## src/rtl/alu_seq.sv

```systemverilog
// alu_seq: sequential ALU feeding the accumulator register.
// Single-cycle logic/arith ops, multi-cycle shifts and shift-add multiply.
module alu_seq #(
   parameter int WIDTH = 8
) (
   input  logic             clk,
   input  logic             rst,
   input  logic             start,
   input  logic [2:0]       op,
   input  logic [WIDTH-1:0] a,
   input  logic [WIDTH-1:0] b,
   output logic             busy,
   output logic [WIDTH-1:0] res,
   output logic             res_we,
   output logic             z,
   output logic             c
);

   localparam logic [1:0] S_IDLE = 2'd0;
   localparam logic [1:0] S_EXEC = 2'd1;
   localparam logic [1:0] S_DONE = 2'd2;

   localparam logic [2:0] OP_ADD = 3'b000;
   localparam logic [2:0] OP_SUB = 3'b001;
   localparam logic [2:0] OP_AND = 3'b010;
   localparam logic [2:0] OP_OR  = 3'b011;
   localparam logic [2:0] OP_XOR = 3'b100;
   localparam logic [2:0] OP_SHL = 3'b101;
   localparam logic [2:0] OP_SHR = 3'b110;
   localparam logic [2:0] OP_MUL = 3'b111;

   // counter must hold both a 3-bit shift count and WIDTH
   localparam int CLW = $clog2(WIDTH + 1);
   localparam int CW  = (CLW > 3) ? CLW : 3;
   localparam int PW  = 2 * WIDTH;

   logic [1:0]       state;
   logic [2:0]       op_r;
   logic [WIDTH-1:0] work;
   logic [WIDTH-1:0] mplr;
   logic [PW-1:0]    mcand;
   logic [PW-1:0]    prod;
   logic [CW-1:0]    cnt;

   logic [WIDTH-1:0] alu_res;
   logic             alu_c;
   logic [WIDTH:0]   sum;
   logic [WIDTH:0]   diff;
   logic [WIDTH-1:0] sh_val;
   logic             sh_out;
   logic [PW-1:0]    prod_nx;
   logic             is_shift;

   // status outputs decode only the state register
   assign busy   = (state != S_IDLE);
   assign res_we = (state == S_DONE);

   // single-cycle datapath on the live operands (only used in IDLE)
   always_comb begin
      sum     = {1'b0, a} + {1'b0, b};
      diff    = {1'b0, a} - {1'b0, b};
      alu_res = '0;
      alu_c   = 1'b0;
      case (op)
         OP_ADD: begin
            alu_res = sum[WIDTH-1:0];
            alu_c   = sum[WIDTH];
         end
         OP_SUB: begin
            alu_res = diff[WIDTH-1:0];
            alu_c   = diff[WIDTH];
         end
         OP_AND:  alu_res = a & b;
         OP_OR:   alu_res = a | b;
         OP_XOR:  alu_res = a ^ b;
         default: alu_res = '0;
      endcase
   end

   // one step of the multi-cycle shift and multiply engines
   always_comb begin
      is_shift = (op == OP_SHL) || (op == OP_SHR);
      if (op_r == OP_SHL) begin
         sh_val = {work[WIDTH-2:0], 1'b0};
         sh_out = work[WIDTH-1];
      end else begin
         sh_val = {1'b0, work[WIDTH-1:1]};
         sh_out = work[0];
      end
      prod_nx = prod + (mplr[0] ? mcand : '0);
   end

   // FSM, working registers and registered result/flags
   always_ff @(posedge clk or posedge rst) begin
      if (rst) begin
         state <= S_IDLE;
         op_r  <= '0;
         work  <= '0;
         mplr  <= '0;
         mcand <= '0;
         prod  <= '0;
         cnt   <= '0;
         res   <= '0;
         z     <= 1'b0;
         c     <= 1'b0;
      end else begin
         case (state)
            S_IDLE: begin
               if (start) begin
                  op_r <= op;
                  if (!is_shift && (op != OP_MUL)) begin
                     res   <= alu_res;
                     z     <= (alu_res == '0);
                     c     <= alu_c;
                     state <= S_DONE;
                  end else if (is_shift && (b[2:0] == 3'd0)) begin
                     res   <= a;
                     z     <= (a == '0);
                     c     <= 1'b0;
                     state <= S_DONE;
                  end else if (is_shift) begin
                     work  <= a;
                     cnt   <= CW'(b[2:0]);
                     state <= S_EXEC;
                  end else begin
                     mcand <= PW'(a);
                     mplr  <= b;
                     prod  <= '0;
                     cnt   <= CW'(WIDTH);
                     state <= S_EXEC;
                  end
               end
            end
            S_EXEC: begin
               cnt <= cnt - CW'(1);
               if (op_r == OP_MUL) begin
                  prod  <= prod_nx;
                  mcand <= {mcand[PW-2:0], 1'b0};
                  mplr  <= {1'b0, mplr[WIDTH-1:1]};
                  if (cnt == CW'(1)) begin
                     res   <= prod_nx[WIDTH-1:0];
                     z     <= (prod_nx[WIDTH-1:0] == '0);
                     c     <= |prod_nx[PW-1:WIDTH];
                     state <= S_DONE;
                  end
               end else begin
                  work <= sh_val;
                  if (cnt == CW'(1)) begin
                     res   <= sh_val;
                     z     <= (sh_val == '0);
                     c     <= sh_out;
                     state <= S_DONE;
                  end
               end
            end
            S_DONE:  state <= S_IDLE;
            default: state <= S_IDLE;
         endcase
      end
   end

endmodule

```

## config.mk

```make
export PLATFORM = sky130hd
export DESIGN_NAME = alu_seq
export DESIGN_NICKNAME = d
export VERILOG_FILES = /design/src/rtl/alu_seq.sv
export SDC_FILE = /design/constraint.sdc
export NUM_CORES = 1
export LEC_CHECK = 0
export ABC_CLOCK_PERIOD_IN_PS = 3250
export CAP_MARGIN = 20
export CELL_PAD_IN_SITES_DETAIL_PLACEMENT = 1
export CELL_PAD_IN_SITES_GLOBAL_PLACEMENT = 1
export CORE_MARGIN = 5
export CORE_UTILIZATION = 40
export DETAILED_ROUTE_END_ITERATION = 16
export PLACE_DENSITY = 0.72
export SYNTH_ARGS = -nofsm -noshare
export SYNTH_HDL_FRONTEND = slang
export SYNTH_SLANG_ARGS = --single-unit
```

## constraint.sdc

```tcl
create_clock -name clk -period 3.25 [get_ports clk]
set_input_delay 0.65 -clock clk [delete_from_list [all_inputs] [get_ports clk]]
set_output_delay 0.65 -clock clk [all_outputs]
set_load 0.03 [all_outputs]
```

=== Word level (Yosys, flattened, before mapping) ===
Index checks and enable logic that the tools add are counted.

* Register bits after elaboration: 67
* Bits in latches: 0
* Bits in writable memories: 0
* Memory bits (read-only): 0
* Bits of input ports: 22
* Memories kept: 0

* $add $sub $neg: 4
* Multipliers: 0
* Divide/modulo/power cells: 0
* $lt $le $gt $ge: 0
* Eq/ne operators: 21
* Shift operators: 0
* Mux-type cells: 60
* Bitwise operators: 3
* Reduce and logical (&&, ||, !) cells: 20

{| class="wikitable"
|+ Operators with widths
! kind !! count
|-
| $mux 16 || 11
|-
| $mux 8 || 17
|-
| $pmux 16 s2 || 2
|-
| $pmux 8 s2 || 3
|-
| $pmux 8 s5 || 1
|-
| $logic_not 8->1 || 4
|-
| $add 16x16->16 || 1
|-
| $mux 4 || 4
|-
| $ne 2x2->1 const B || 8
|-
| $eq 3x3->1 const B || 5
|-
| $mux 1 || 13
|-
| $reduce_and 6->1 || 2
|-
| $add 8x8->9 || 1
|-
| $sub 8x8->9 || 1
|-
| $and 8x8->8 || 1
|-
| $mux 2 || 4
|-
| $or 8x8->8 || 1
|-
| $pmux 4 s2 || 1
|-
| $reduce_and 4->1 || 2
|-
| $reduce_or 8->1 || 1
|-
| $xor 8x8->8 || 1
|-
| $eq 3x2->1 const B || 2
|-
| $logic_not 3->1 || 2
|-
| $ne 3x3->1 const B || 2
|-
| 13 further kinds || 18
|}

=== Logic depth before layout (Yosys ltp) ===
* Depth after elaboration: 7
* Mapped depth: 12
* Mapped depth without buffers: 11

=== Worst setup path after synthesis ===
Ideal clock, no wire load.

* Kind: input -> register
* From: input port a[2]
* To: register res[5]
* Library setup time: 125 ps
* Data arrival time: 2784 ps
* Required time: 3125 ps
* Setup slack: 342 ps
* Stages: 11
* Path buffers: 1
* Cell sequence: inv_1 -> ha_1 -> buf_6 -> and3_1 -> a221o_1 -> a21oi_1 -> a21bo_1 -> a211o_1 -> a211oi_1 -> a21oi_1 -> mux2_2

* Word-level cells in the longest chain between the ends: 5

{| class="wikitable"
|+ RTL lines
! what !! line !! text
|-
| start, declared || 10 || <nowiki>input logic [WIDTH-1:0] a,</nowiki>
|-
| $sub 8x8->9 / $add 8x8->9 (equally long branches) || 61, 60 ||
|-
| $pmux 8 s5 (*) || 64 || <nowiki>case (op)</nowiki>
|-
| $mux 8 (*) || 111 || <nowiki>if (!is_shift && (op != OP_MUL)) begin</nowiki>
|-
| $mux 8 (*) || 109 || <nowiki>if (start) begin</nowiki>
|-
| $pmux 8 s2 (*) || 107 || <nowiki>case (state)</nowiki>
|-
| end signal, assigned || 112 || <nowiki>res <= alu_res;</nowiki>
|-
| end signal, assigned || 141 || <nowiki>res <= prod_nx[WIDTH-1:0];</nowiki>
|-
| end signal, assigned || 149 || <nowiki>res <= sh_val;</nowiki>
|-
| end, declared || 13 || <nowiki>output logic [WIDTH-1:0] res,</nowiki>
|}

Mark *: on every way between the ends. The rest lies on a longest branch, timed or not. The select of a mux whose other input is x is not followed.
A chain may end at the register's enable or synchronous reset.

=== Final worst setup path ===
* From: input port b[2]
* To: register res[5]

* Word-level cells in the longest chain between the ends: 5

{| class="wikitable"
|+ RTL lines
! what !! line !! text
|-
| start, declared || 11 || <nowiki>input logic [WIDTH-1:0] b,</nowiki>
|-
| $sub 8x8->9 / $add 8x8->9 (equally long branches) || 61, 60 ||
|-
| $pmux 8 s5 || 64 ||
|-
| $mux 8 || 111 ||
|-
| $mux 8 || 109 ||
|-
| $pmux 8 s2 || 107 ||
|}

Several ways; a longest one is shown, not always the timed one. The select of a mux whose other input is x is not followed.

==> impl_metrics.toml <==
[timing]
setup_violations = 0
finalCritPeriodShare_pct = 96.9
min_period_ns = 3.15
max_freq_mhz = 317
drv_slew = 0
skew_ns = 0.00833
slew_headroom_pct = 60.7
finalHoldViolations = 0
worst_slew_pin_slew_ns = 0.575

[detailed_routing]
drt-total-wl_mm = 18.3
avgRoutedWirePerCell_um = 21.1
antenna_left = 0
vias_per_cell = 5.90
drt_iter0_markers = 397
drc_errors = 0
vias = 5141
dr.pass1.iters = 5

[power_and_ir_drop]
p_sw_share_pct = 42.9
p_sw_mw = 2.02
power.internal_mw = 2.69
p_clk_share_pct = 21.0
powerDensity_nw_per_um2 = 710
p_comb_share_pct = 49.4
seqPwrFrac_pct = 29.6
ir_drop_mv = 0.641
power.total_mw = 4.72
p_leak_nw = 3.08

[grt]
antenna_found_initial = 0
grtUsageMet1_pct = 32.7
grt_max_degree = 38
grt.busiest_layer = "met2"
grt_usage_pct = 24.9
grt_util_met3_pct = 4.13
grt_pass1_wl_mm = 29.5
grt_overflow = 0
grt_pass1_vias = 5420
grtUsageMet2_pct = 43.0

[floorplan]
fp.dieW_um = 124
initial_core_util_pct = 41.0
num_rows = 41
die_area_um2 = 15400
die-height_um = 124
pin_count = 34
core_um2 = 12700

[cells_and_area]
fillCellCount = 1504
areaGrowthSynthToFinish_pct = 27.8
drive_gt1_share_pct = 17.0
final_common_cell = "buf_4"
layout_common_cells = "buf_4, dfrtp_1, nand2_1"
final_area_um2 = 6640
n_antenna_cell = 0
post-route-util_pct = 52.4
nets = 760
multi_input_area_um2 = 3350
area.sequential_um2 = 1680

[clocking]
cts_tree = "built"
root_buffer = "clkbuf_16"
clock_path_buffers = 2
cts.sinks = 67
cts-buffers-inserted = 9
post-cts-setup-buffer-count = 0
htreeDepth = 3
clkTransAtPathRegs_ns = 0.05
clk_latency_ns = 0.34

[place]
place_congestion = 0.953
place_hpwl_mm = 14.0
portBuffers = 33
place_area_um2 = 6230

[critical_path]
reg2reg_depth = 11
rr_startpoint = "mplr[0]$_DFFE_PP0P_"
worst-setup-path-type = "in -> reg"
worstPathRequired_ns = 3.47
critPathMaxStageDelay_ns = 0.50
crit_slowest_cell = "clkdlybuf4s50_1"
end_kind = "flop"
crit_chain = "clkdlybuf4s50_1 -> inv_1 -> ha_2 -> nor3_1 -> a211o_1 -> a221oi_4 -> buf_4 -> a21bo_1 -> a211o_1 -> a211oi_2 -> a21oi_1 -> mux2_2"
start_kind = "input port"
cp_common_cell = "a211o_1"
r2r-end = "c$_DFFE_PP0P_"
critPathMaxFanout = 6
reg2reg_slack_ns = 0.18
cp.arrival_ns = 3.37

[hold_path]
min_path_type = "reg -> reg"
whs_path_depth = 2
min_from = "mplr[7]$_DFFE_PP0P_"
min_to = "mplr[7]$_DFFE_PP0P_"

[synthesis]
synth-xor-area-share_pct = 2.70
synthAdderAreaFrac_pct = 11.0
synth-compound-area-share_pct = 27.3
ys_seq_elements = 67
ys_top_cells_by_area = "dfrtp_1, ha_1, nand2_1"
ys_types = 75
syn_inst = 604
synth_top_cell_by_area = "dfrtp_1"
ys_seq_area_share_pct = 32.3
synth_edf_count = 0
muxShareOfSynthArea_pct = 3.71
synth_top_family_by_area = "compound AO/OA/AOI/OAI gates"
yosysTopAreaCellShare_pct = 32.3
syn_avg_cell_area_um2 = 8.60
syn_area_um2 = 5190
yosys_most_used_dff = "dfrtp_1"
yosys.area_share.simple_pct = 17.7
ys_async_sr_fraction_pct = 100
syn_nets = 670
yosysWarnings = 0

[flow_run]
maxCapViolCount = 0

[outcome]
status = "completed"
## worst max-delay path: cells and delay by family
family,cells,cell delay (ns)
AND/OR/NAND/NOR,1,0.21
buffers and inverters,3,0.74
AO/OA/AOI/OAI,6,1.18
multiplexers,1,0.27
adder cells (fa/ha/maj),1,0.32
## cell families (layout without fill, tap and decap cells)
| kind of cell | Yosys count | after routing |
|---|---|---|
| AOI/OAI and AO/OA | 205 | 205 |
| xor gates and xnor gates | 16 | 16 |
| adders and majority gates | 44 | 44 |
| buffers and inverters | 69 | 164 |
| DFF | 67 | 67 |
| muxes | 18 | 18 |
| and+or+nand+nor | 185 | 185 |
## power by group through the flow
stage	Clock (mW)	Sequential (mW)	Combinational, mW
6_report	0.990	1.40	2.33
5_1_grt	1.04	1.43	2.55
4_1_cts	1.01	1.39	2.31
3_5_place_dp	0	1.40	2.28
3_3_place_gp	0	1.38	2.20
2_1_floorplan	0	1.43	1.35
## state kept, by name, indices dropped and copies added, names as in the netlist
| register | flops |
|---|---|
| mplr | 8 |
| cnt | 4 |
| state | 2 |
| mcand | 16 |
| prod | 16 |
| z | 1 |
| c | 1 |
| work | 8 |
| res | 8 |
| op_r | 3 |
## worst max-delay path by stage
| stage | start | to | slack, ns | cells after the start |
|---|---|---|---|---|
| after global placement | a[0] | z$_DFFE_PP0P_ | -0.50 | 13 |
| after global routing | mcand[0]$_DFFE_PP0P_ | c$_DFFE_PP0P_ | -0.01 | 11 |
| final | b[2] | res[5]$_DFFE_PP0P_ | 0.10 | 12 |
| after CTS | b[2] | res[5]$_DFFE_PP0P_ | 0.0004 | 11 |
| after detailed placement | b[2] | z$_DFFE_PP0P_ | -0.55 | 12 |
| after floorplan | a[2] | res[5]$_DFFE_PP0P_ | 0.34 | 11 |
## layout make-up
class | instances | area share [%]
Clock buffer | 12 | 3.71
Clock inverter | 4 | 0.754
Inverter | 40 | 2.26
Multi-Input combinational cell | 468 | 50.5
Sequential cell | 67 | 25.2
Tap cell | 172 | 3.24
Timing Repair Buffer | 108 | 14.3
## layer usage
metal,wire length (um),part of all wire (%),vias up
li1,-,-,2397
met1,8210,45,2613
met2,9180,50,106
met3,660,3.6,25
met4,291,1.6,0
met5,0,0,-
## stage by stage
stage	std cells	setup TNS, ns	setup slack [ns]	hold WS (ns)
finish	871	0	0.100	0.492
global route	871	-0.0127	-0.0127	0.516
CTS	871	0	0.000356	0.490
detailed placement	855	-2.40	-0.546	0.479
global placement	855	-2.03	-0.503	0.463
floorplan	604	0	0.342	0.449
## synth_stat cells, types with 3 or more instances
master / number
buf_1: 3
o32ai_1: 3
and3_1: 5
nand3_1: 8
nor2b_1: 4
a211oi_1: 8
o21a_1: 7
o21ai_1: 9
dfrtp_1: 67
xnor2_1: 7
a22oi_1: 4
or2_1: 3
fa_1: 3
nand2_1: 58
buf_2: 5
o31ai_1: 6
mux2_2: 4
inv_1: 40
nor2_1: 45
a222oi_1: 5
a22o_1: 14
o21bai_1: 5
o221ai_1: 4
or3_1: 4
nor3_1: 12
ha_1: 41
o32a_1: 3
a21o_1: 9
nor3b_1: 4
o21ai_0: 37
a21oi_1: 40
and2_1: 18
mux2_1: 6
a31oi_1: 11
o211ai_1: 7
clkbuf_1: 20
xor2_1: 9
nand3b_1: 3
mux2i_1: 8
a211o_1: 3
a2111oi_0: 4
## what timing repair did
action | CTS | global route
hold buffers | 0 | 0
endpoints found under the setup margin | 4 | 5
resized for setup | 6 | 19
pin swaps | 2 | 2
Power figures use the tool's default switching activity.
